==> src/rtl/cache_fm_req_q.sv <==
// Cache-to-far-memory request queue.
// Holds fill reads and dirty writebacks for far memory in a circular FIFO.
// Tracks which TQ entries have a fill in flight.
// Registers fill responses back to the TQ.
// Keeps sticky error flags for overflow, duplicate fills and unexpected responses.
module cache_fm_req_q #(
  parameter int FM_Q_DEPTH   = 4,
  parameter int NUM_TQ_ENTRY = 8,
  parameter int CL_ADDR_W    = 28,
  localparam int TQ_ID_W     = $clog2(NUM_TQ_ENTRY)
) (
  input  logic                    clk,
  input  logic                    rst,
  input  logic                    miss_valid_q3,
  input  logic [CL_ADDR_W-1:0]    miss_cl_address_q3,
  input  logic [TQ_ID_W-1:0]      miss_tq_id_q3,
  input  logic                    evict_valid_q3,
  input  logic [CL_ADDR_W-1:0]    evict_cl_address_q3,
  input  logic [127:0]            evict_cl_data_q3,
  output logic                    fm_q_almost_full,
  output logic                    cache2fm_req_valid,
  output logic                    cache2fm_req_opcode,
  output logic [CL_ADDR_W-1:0]    cache2fm_req_address,
  output logic [127:0]            cache2fm_req_data,
  output logic [TQ_ID_W-1:0]      cache2fm_req_tq_id,
  input  logic                    fm2cache_req_ready,
  input  logic                    fm_rsp_valid_in,
  input  logic [127:0]            fm_rsp_data_in,
  input  logic [TQ_ID_W-1:0]      fm_rsp_tq_id_in,
  output logic                    fm2cache_rd_rsp_valid,
  output logic [127:0]            fm2cache_rd_rsp_data,
  output logic [TQ_ID_W-1:0]      fm2cache_rd_rsp_tq_id,
  output logic [NUM_TQ_ENTRY-1:0] fill_outstanding,
  output logic                    err_overflow,
  output logic                    err_dup_fill,
  output logic                    err_bad_rsp
);

  localparam int PTR_W = $clog2(FM_Q_DEPTH);
  localparam int CNT_W = PTR_W + 1;
  localparam logic [CNT_W-1:0] DEPTH_C = CNT_W'(FM_Q_DEPTH);
  localparam logic [CNT_W:0]   DEPTH_X = (CNT_W + 1)'(FM_Q_DEPTH);

  // Queue storage; contents are meaningless until written, so no reset.
  logic                 op_mem   [FM_Q_DEPTH];
  logic [CL_ADDR_W-1:0] addr_mem [FM_Q_DEPTH];
  logic [127:0]         data_mem [FM_Q_DEPTH];
  logic [TQ_ID_W-1:0]   tq_mem   [FM_Q_DEPTH];

  logic [PTR_W-1:0]        wr_ptr_r, rd_ptr_r;
  logic [CNT_W-1:0]        count_r;
  logic [NUM_TQ_ENTRY-1:0] fill_outstanding_r;
  logic                    err_overflow_r, err_dup_fill_r, err_bad_rsp_r;
  logic                    rsp_valid_r;
  logic [127:0]            rsp_data_r;
  logic [TQ_ID_W-1:0]      rsp_tq_id_r;

  logic                    pop_s, ovf_s, do_wb_s, do_fill_s, rsp_good_s, dup_s;
  logic [CNT_W:0]          next_occ_s;
  logic [CNT_W-1:0]        n_acc_s;
  logic [PTR_W-1:0]        fill_ptr_s;
  logic [NUM_TQ_ENTRY-1:0] fo_nxt_s;

  // Push/pop arbitration: both pushes of a dual push are accepted or both are dropped.
  always_comb begin
    pop_s      = (count_r != {CNT_W{1'b0}}) && fm2cache_req_ready;
    next_occ_s = {1'b0, count_r} - {{CNT_W{1'b0}}, pop_s}
               + {{CNT_W{1'b0}}, evict_valid_q3} + {{CNT_W{1'b0}}, miss_valid_q3};
    ovf_s      = (evict_valid_q3 || miss_valid_q3) && (next_occ_s > DEPTH_X);
    do_wb_s    = evict_valid_q3 && !ovf_s;
    do_fill_s  = miss_valid_q3 && !ovf_s;
    n_acc_s    = CNT_W'({1'b0, do_wb_s} + {1'b0, do_fill_s});
    if (evict_valid_q3) begin
      fill_ptr_s = wr_ptr_r + PTR_W'(1);
    end else begin
      fill_ptr_s = wr_ptr_r;
    end
  end

  // Fill tracking: a response clears its bit, and a new fill on the same id overrides the clear.
  always_comb begin
    rsp_good_s = fm_rsp_valid_in && fill_outstanding_r[fm_rsp_tq_id_in];
    fo_nxt_s   = fill_outstanding_r;
    if (rsp_good_s) begin
      fo_nxt_s[fm_rsp_tq_id_in] = 1'b0;
    end else begin
      fo_nxt_s = fill_outstanding_r;
    end
    if (do_fill_s) begin
      fo_nxt_s[miss_tq_id_q3] = 1'b1;
    end else begin
      fo_nxt_s = fo_nxt_s;
    end
    // A fill whose previous instance completes this very cycle is not a duplicate.
    dup_s = do_fill_s && fill_outstanding_r[miss_tq_id_q3]
          && !(rsp_good_s && (fm_rsp_tq_id_in == miss_tq_id_q3));
  end

  // Write accepted entries; the writeback goes in ahead of the fill.
  always_ff @(posedge clk) begin
    if (do_wb_s) begin
      op_mem[wr_ptr_r]   <= 1'b1;
      addr_mem[wr_ptr_r] <= evict_cl_address_q3;
      data_mem[wr_ptr_r] <= evict_cl_data_q3;
      tq_mem[wr_ptr_r]   <= {TQ_ID_W{1'b0}};
    end
    if (do_fill_s) begin
      op_mem[fill_ptr_s]   <= 1'b0;
      addr_mem[fill_ptr_s] <= miss_cl_address_q3;
      data_mem[fill_ptr_s] <= 128'd0;
      tq_mem[fill_ptr_s]   <= miss_tq_id_q3;
    end
  end

  // Control state: pointers, occupancy, fill tracking, response register and sticky errors.
  always_ff @(posedge clk) begin
    if (rst) begin
      wr_ptr_r           <= {PTR_W{1'b0}};
      rd_ptr_r           <= {PTR_W{1'b0}};
      count_r            <= {CNT_W{1'b0}};
      fill_outstanding_r <= {NUM_TQ_ENTRY{1'b0}};
      err_overflow_r     <= 1'b0;
      err_dup_fill_r     <= 1'b0;
      err_bad_rsp_r      <= 1'b0;
      rsp_valid_r        <= 1'b0;
      rsp_data_r         <= 128'd0;
      rsp_tq_id_r        <= {TQ_ID_W{1'b0}};
    end else begin
      wr_ptr_r           <= wr_ptr_r + PTR_W'(n_acc_s);
      rd_ptr_r           <= rd_ptr_r + PTR_W'(pop_s);
      count_r            <= count_r + n_acc_s - CNT_W'(pop_s);
      fill_outstanding_r <= fo_nxt_s;
      err_overflow_r     <= err_overflow_r | ovf_s;
      err_dup_fill_r     <= err_dup_fill_r | dup_s;
      err_bad_rsp_r      <= err_bad_rsp_r | (fm_rsp_valid_in && !rsp_good_s);
      rsp_valid_r        <= rsp_good_s;
      if (rsp_good_s) begin
        rsp_data_r  <= fm_rsp_data_in;
        rsp_tq_id_r <= fm_rsp_tq_id_in;
      end else begin
        rsp_data_r  <= rsp_data_r;
        rsp_tq_id_r <= rsp_tq_id_r;
      end
    end
  end

  // Head fields come straight from storage and read as zero when the queue is empty.
  always_comb begin
    cache2fm_req_valid = (count_r != {CNT_W{1'b0}});
    if (cache2fm_req_valid) begin
      cache2fm_req_opcode  = op_mem[rd_ptr_r];
      cache2fm_req_address = addr_mem[rd_ptr_r];
      cache2fm_req_data    = data_mem[rd_ptr_r];
      cache2fm_req_tq_id   = tq_mem[rd_ptr_r];
    end else begin
      cache2fm_req_opcode  = 1'b0;
      cache2fm_req_address = {CL_ADDR_W{1'b0}};
      cache2fm_req_data    = 128'd0;
      cache2fm_req_tq_id   = {TQ_ID_W{1'b0}};
    end
  end

  assign fm_q_almost_full      = (DEPTH_C - count_r) < CNT_W'(2);
  assign fm2cache_rd_rsp_valid = rsp_valid_r;
  assign fm2cache_rd_rsp_data  = rsp_data_r;
  assign fm2cache_rd_rsp_tq_id = rsp_tq_id_r;
  assign fill_outstanding      = fill_outstanding_r;
  assign err_overflow          = err_overflow_r;
  assign err_dup_fill          = err_dup_fill_r;
  assign err_bad_rsp           = err_bad_rsp_r;

endmodule

==> config.mk <==
export PLATFORM = sky130hd
export DESIGN_NAME = cache_fm_req_q
export DESIGN_NICKNAME = d
export VERILOG_FILES = /design/src/rtl/cache_fm_req_q.sv
export SDC_FILE = /design/constraint.sdc
export NUM_CORES = 2
export LEC_CHECK = 0
export CAP_MARGIN = 20
export CORE_ASPECT_RATIO = 1.2
export CORE_MARGIN = 10
export CORE_UTILIZATION = 25
export DETAILED_ROUTE_END_ITERATION = 16
export SKIP_CTS_REPAIR_TIMING = 1
export SLEW_MARGIN = 20
export SYNTH_ARGS = -nofsm -noshare
export SYNTH_HDL_FRONTEND = slang
export SYNTH_SLANG_ARGS = --single-unit
==> constraint.sdc <==
create_clock -name clk -period 6.8 [get_ports clk]
set_input_delay 2.04 -clock clk [delete_from_list [all_inputs] [get_ports clk]]
set_output_delay 2.04 -clock clk [all_outputs]
set_load 0.02 [all_outputs]
# Word level (Yosys, flattened, before mapping)
# Memories as Yosys holds them, arrays and structs flattened. A register that Yosys moved wholly into a read port is not among the register bits.
# Index checks and enable logic that the tools add are counted.
# word_totals
out_inout_bits	305
mem_count	4
wordCells	76
ramBits	640
in_bits	324
ff_bits	150
# mem_list
name	depth	word_bits	read_ports	rd_clocked_by_memory_dff	wr	line_no	rtl
data_mem	4	128	1	1	2	47	logic [127:0] data_mem [FM_Q_DEPTH];
addr_mem	4	28	1	1	2	46	logic [CL_ADDR_W-1:0] addr_mem [FM_Q_DEPTH];
tq_mem	4	3	1	1	2	48	logic [TQ_ID_W-1:0] tq_mem [FM_Q_DEPTH];
op_mem	4	1	1	1	2	45	logic op_mem [FM_Q_DEPTH];
# classes
n_addsub	10
magnitude_cmp	6
mux	23
bitwise_logic	6
reduce_logical	16
n_eq_ne	1
# ops
op	n
128-bit 2-to-1 mux	1
28-bit 2-to-1 mux	1
8-bit 2-to-1 mux	2
1-bit logical AND	11
2-bit 2-to-1 mux	5
1-bit 2-to-1 mux	9
4-bit by 1-bit adder with 4-bit output	2
8-bit AND	1
3-bit by 4-bit < comparator with 1-bit output, second input constant	2
8-bit NOT	1
8-bit OR	1
1-bit binary-select mux with 3-bit select	2
1-bit demux with 3-bit select	2
3-bit by 1-bit greater-or-equal comparator with 1-bit output, second input constant	2
4-bit by 3-bit greater-than comparator with 1-bit output, second input constant	1
3-bit by 1-bit subtractor with 4-bit output	1
3-bit by 2-bit adder with 3-bit output	1
3-bit == test	1
1-bit zero test	3
3-bit by 2-bit < comparator with 1-bit output, second input constant	1
3-bit 2-to-1 mux	1
1-bit OR	3
3-bit nonzero test	1
3-bit by 1-bit subtractor with 3-bit output	1
6 further kinds	6

# Logic depth before layout (Yosys ltp)
# logic_depth
word_depth	12
ltp_mapped	22
depth_no_buf	20

# Least setup slack after synthesis
# No wires, ideal clock.
# synth_path
kind	input port to flip-flop
start	input fm2cache_req_ready
end	memory addr_mem[1][0], enable pin
cell_stages	13
arrival_ns	5.651
path_buffers	3
setup_time_ns	0.393
setup_slack_ns	0.756
t_required_ns	6.407
cell_sequence	nor2b_1 > clkbuf_1 > xnor2_1 > fa_1 > inv_1 > fa_1 > nand2b_1 > clkbuf_1 > a31oi_2 > nand4_4 > nor3_4 > buf_2 > nand2b_1
# synth_rtl
element	line_no	rtl
from (decl)	26	input logic fm2cache_req_ready,
to (decl)	46	

# Final worst setup path
# layout_path
start	input fm2cache_req_ready
end	register count_r[2]
# layout_between
elab_chain_len	11
word_cells_on_any_way	12
classes_between	add/sub (6); order compare (1); reduce/logical (5)
# layout_rtl
element	line_no	rtl
1-bit logical AND *	66	pop_s = (count_r != {CNT_W{1'b0}}) && fm2cache_req_ready;
3-bit by 1-bit subtractor with 4-bit output	67	next_occ_s = {1'b0, count_r} - {{CNT_W{1'b0}}, pop_s}
4-bit by 1-bit adder with 4-bit output (2 in a row)	68	+ {{CNT_W{1'b0}}, evict_valid_q3} + {{CNT_W{1'b0}}, miss_valid_q3};
4-bit by 3-bit greater-than comparator with 1-bit output	69	ovf_s = (evict_valid_q3 || miss_valid_q3) && (next_occ_s > DEPTH_X);
1-bit logical AND	69	
1-bit zero test	70, 71	
1-bit logical AND (on tied branches)	70, 71	
1-bit by 1-bit adder with 2-bit output	72	n_acc_s = CNT_W'({1'b0, do_wb_s} + {1'b0, do_fill_s});
3-bit by 2-bit adder with 3-bit output	131	count_r <= count_r + n_acc_s - CNT_W'(pop_s);
3-bit by 1-bit subtractor with 3-bit output *	131	
to (signal assigned)	120	count_r <= {CNT_W{1'b0}};
to (signal assigned)	131	
to (decl)	51	logic [CNT_W-1:0] count_r;
# Every way passes the cells marked *; elsewhere a longest branch is shown, timed or not.
# A chain may end at the register's enable or synchronous reset.

==> flow_metrics.py <==
metrics = {
    "clocking": {
        "cts-htree-levels": 3,
        "clock_sinks": 790,
        "clkLatencyLatePin_ns": 0.68,
        "clkTransAtPathRegs_ns": 0.06,
        "cts.path.max_buffers": 3,
        "cts_root_buffer": "clkbuf_16",
        "cts_made_buffers": 89,
        "cts_tree": "done",
    },
    "power": {
        "power_report.internal_total_mw": 12.9,
        "power.combinational.fraction_pct": 39.1,
        "p_switching_mw": 6.69,
        "power.ir.vdd_worst_v": 0.000400,
        "netSwitchingFraction_pct": 34.1,
        "power_density_mw_per_mm2": 431,
        "leakagePower_nw": 20.0,
        "seq_power_share_pct": 34.8,
        "power.clock.fraction_pct": 26.1,
    },
    "global_route": {
        "grt_first_pass_wirelength_mm": 165,
        "initial_antenna_violation_count": 29,
        "grt_start_max_net_pins": 103,
        "grtUsageTotal_pct": 14.2,
        "global_route.overflow_total": 0,
        "grt_pass1_vias": 25329,
    },
    "synthesis": {
        "async_flop_share_pct": 0,
        "proportion_of_synthesized_area_in_mux_cells_pct": 29.8,
        "yosys.cell_count.top_type": "dfxtp_1",
        "synth_xor_area_share_pct": 0.336,
        "synthFlopType": "dfxtp_1",
        "synth.area.top_cells": "dfxtp_1 (39%), mux2i_1 (15%), edfxtp_1 (11%)",
        "cell_variety_after_synth": 47,
        "synth_top_area_cell": "dfxtp_1",
        "synth-compound-area-share_pct": 2.56,
        "postSynthCellCount": 3030,
        "synth_nets": 3369,
        "synth_top_family_by_area": "multiplexers",
        "post_synth_and_or_nand_nor_area_fraction_pct": 12.9,
        "synth_seq_cells": 790,
        "leading_post_synthesis_cells_by_instance_count": "dfxtp_1 (666), nor2_1 (522), mux2i_1 (517)",
        "synth_fa_ha_area_share_pct": 0.620,
        "syn-cell-area_mm2": 0.0339,
        "synthesis_warning_total": 0,
        "synthDominantCellAreaShare_pct": 39.3,
        "sequential_area_share_after_synthesis_pct": 50.3,
        "synth_edf_count": 124,
        "synth_area_per_cell_um2": 11.2,
    },
    "finish": {
        "layout-area-overhead-vs-synth_pct": 34.2,
        "share_of_post_route_cells_with_drive_strength_above_1_pct": 12.7,
        "instances_no_fill": 5471,
        "fin_area_mm2": 0.0455,
        "final_nets": 3928,
    },
    "floorplan": {
        "num_rows": 148,
        "die_w_um": 356,
        "core_area_mm2": 0.135,
        "floorplan.die.height_um": 423,
        "floorplan.initialDensity_pct": 25.1,
        "dieArea_mm2": 0.151,
        "io-pin-count": 629,
    },
    "worst_setup_path": {
        "type_of_destination_of_the_critical_path": "flip-flop",
        "crit_path_start_kind": "primary input",
        "timing.critical_path.slowest_stage_cell": "clkdlybuf4s50_1",
        "cp_slowest_stage_delay_ns": 0.46,
        "worstPathMaxFanout": 7,
        "arrival_ns": 6.21,
        "criticalPathCategory": "primary input to flip-flop",
        "timing.critical_path.required_ns": 7.34,
        "series_of_cell_instances_along_the_critical_path": "clkdlybuf4s50_1 -> nor2b_1 -> xnor2_1 -> fa_1 -> inv_1 -> fa_1 -> nand2b_1 -> a31oi_2 -> nand4_1 -> nor2_1 -> ha_1 -> xor2_1 -> ha_1 -> inv_1 -> fa_1 -> xnor2_1 -> xnor2_1 -> nor2_1",
    },
    "outcome": {
        "run_status": "finished clean",
    },
    "route": {
        "vias": 24444,
        "detail_route.iter0.violations": 1121,
        "postRouteAntennaNets": 0,
        "wl_mm": 110,
        "first_pass_iters": 5,
        "vias_per_cell": 4.47,
        "routedWlPerCell_um": 20.2,
        "route.detailed.drc": 0,
    },
    "timing": {
        "timing.clock.skew_ns": 0.0299,
        "report.final.slew_viol_count": 0,
        "highest_clock_frequency_the_design_can_meet_mhz": 176,
        "finalWorstPathRequiredPeriod_ns": 5.67,
        "fin_tns_setup_ns": 0,
        "final_worst_setup_slack_ns": 1.13,
        "worst_hold_margin_ns": 0.443,
        "slew_headroom_pct": 26.1,
        "hold_viol": 0,
        "final-setup-viol-count": 0,
        "tightestPinTransition_ns": 1.10,
        "rsz_0062_raised_after_global_routing": "no",
        "timing.final.crit_share_pct": 83.4,
    },
    "placed_design": {
        "dpl-instance-area_mm2": 0.0423,
        "dpl.hpwl_mm": 74.4,
        "placement.setup.worst_slack_ns": 0.416,
        "dp_cells": 5298,
        "portBuffers": 628,
        "gp_congestion": 0.781,
    },
    "flow_run": {
        "drv_cap": 0,
    },
    "hold_path": {
        "timing.hold.worst.class": "flip-flop to flip-flop",
    },
}
## kinds of logic after synthesis
kind of cell / after synthesis
AO/OA/AOI/OAI: 159
XOR/XNOR: 13
buffers and inverters: 253
AND/OR/NAND/NOR: 1008
adder cells (fa/ha/maj): 15
flip-flops: 790
multiplexers: 792
## final cells by class
cell class / instances / area (um^2)
timing repair buffer: 702 / 7240
clock buffer: 130 / 2640
fill: 13596 / 89700
sequential: 790 / 17100
inverter: 19 / 73.8
multi-input combinational: 1987 / 15700
tap: 1800 / 2250
clock inverter: 33 / 499
antenna: 10 / 25.0
## registers in the layout, indices dropped and copies added, names as in the netlist, 2 cells and up
signal and count:
tq_mem 12, op_mem 4, fm2cache_rd_rsp_tq_id 3, addr_mem 112
fm2cache_rd_rsp_data 128, data_mem 512, fill_outstanding 8, wr_ptr_r 2
count_r 3, rd_ptr_r 2
## placed cells by master (no fill, tap or decap), types with 5 or more instances in the layout
cell type        instances
a32o_1                   5
xnor2_1                 10
mux2_2                  66
and2_1                 174
nor2b_1                  8
clkbuf_8                22
mux2_1                  46
ha_1                    12
mux4_2                 163
buf_12                  32
mux2i_1                517
edfxtp_1               124
clkdlybuf4s50_1        627
clkbuf_1                17
bufinv_16                9
a21oi_1                138
clkbuf_16               91
buf_4                   43
nand4_1                  6
inv_1                   17
clkinv_2                11
nor2_1                 522
nand2_1                272
diode_2                 10
dfxtp_1                664
## stage by stage
| step | utilization [%] | power, mW |
|---|---|---|
| 2_1_floorplan | - | 11.7 |
| 3_3_place_gp | 31.3 | 14.6 |
| 3_5_place_dp | 31.3 | 14.8 |
| 4_1_cts | 33.6 | 20.0 |
| 5_1_grt | 33.7 | 20.8 |
| 6_report | 33.7 | 19.6 |
## worst max-delay path, delay by kind of cell
family                   cells  cell delay (ns)
buffers and inverters        3             0.62
XOR/XNOR                     4             0.61
AND/OR/NAND/NOR              5             0.85
AO/OA/AOI/OAI                1             0.41
adder cells (fa/ha/maj)      5             1.68
## path summary, 6_finish.rpt
check                                   startpoint    endpoint  slack, ns  cells past startpoint
worst max register to register          count_r[1]  count_r[2]       2.10                     20
worst max-delay path            fm2cache_req_ready  count_r[2]       1.13                     18
worst min register to register           op_mem[3]   op_mem[3]       0.44                      2
worst min-delay path                     op_mem[3]   op_mem[3]       0.44                      2
## per-layer routing
layer,share of wire [%],track usage (%),routed length (um)
met5,0.26,0,287
met3,9.0,5.61,9950
met2,48,23.7,52700
met1,41,16.5,44800
met4,2.2,4.26,2470
## power by group through the flow
stage          sequential (mW)  combinational (mW)  clock, mW
2_1_floorplan             6.73                4.93          0
3_3_place_gp              6.90                7.74          0
3_5_place_dp              6.95                7.83          0
4_1_cts                   6.85                7.87       5.28
5_1_grt                   7.00                8.37       5.44
6_report                  6.84                7.68       5.12
No activity file was read; power rests on OpenSTA's default activity.
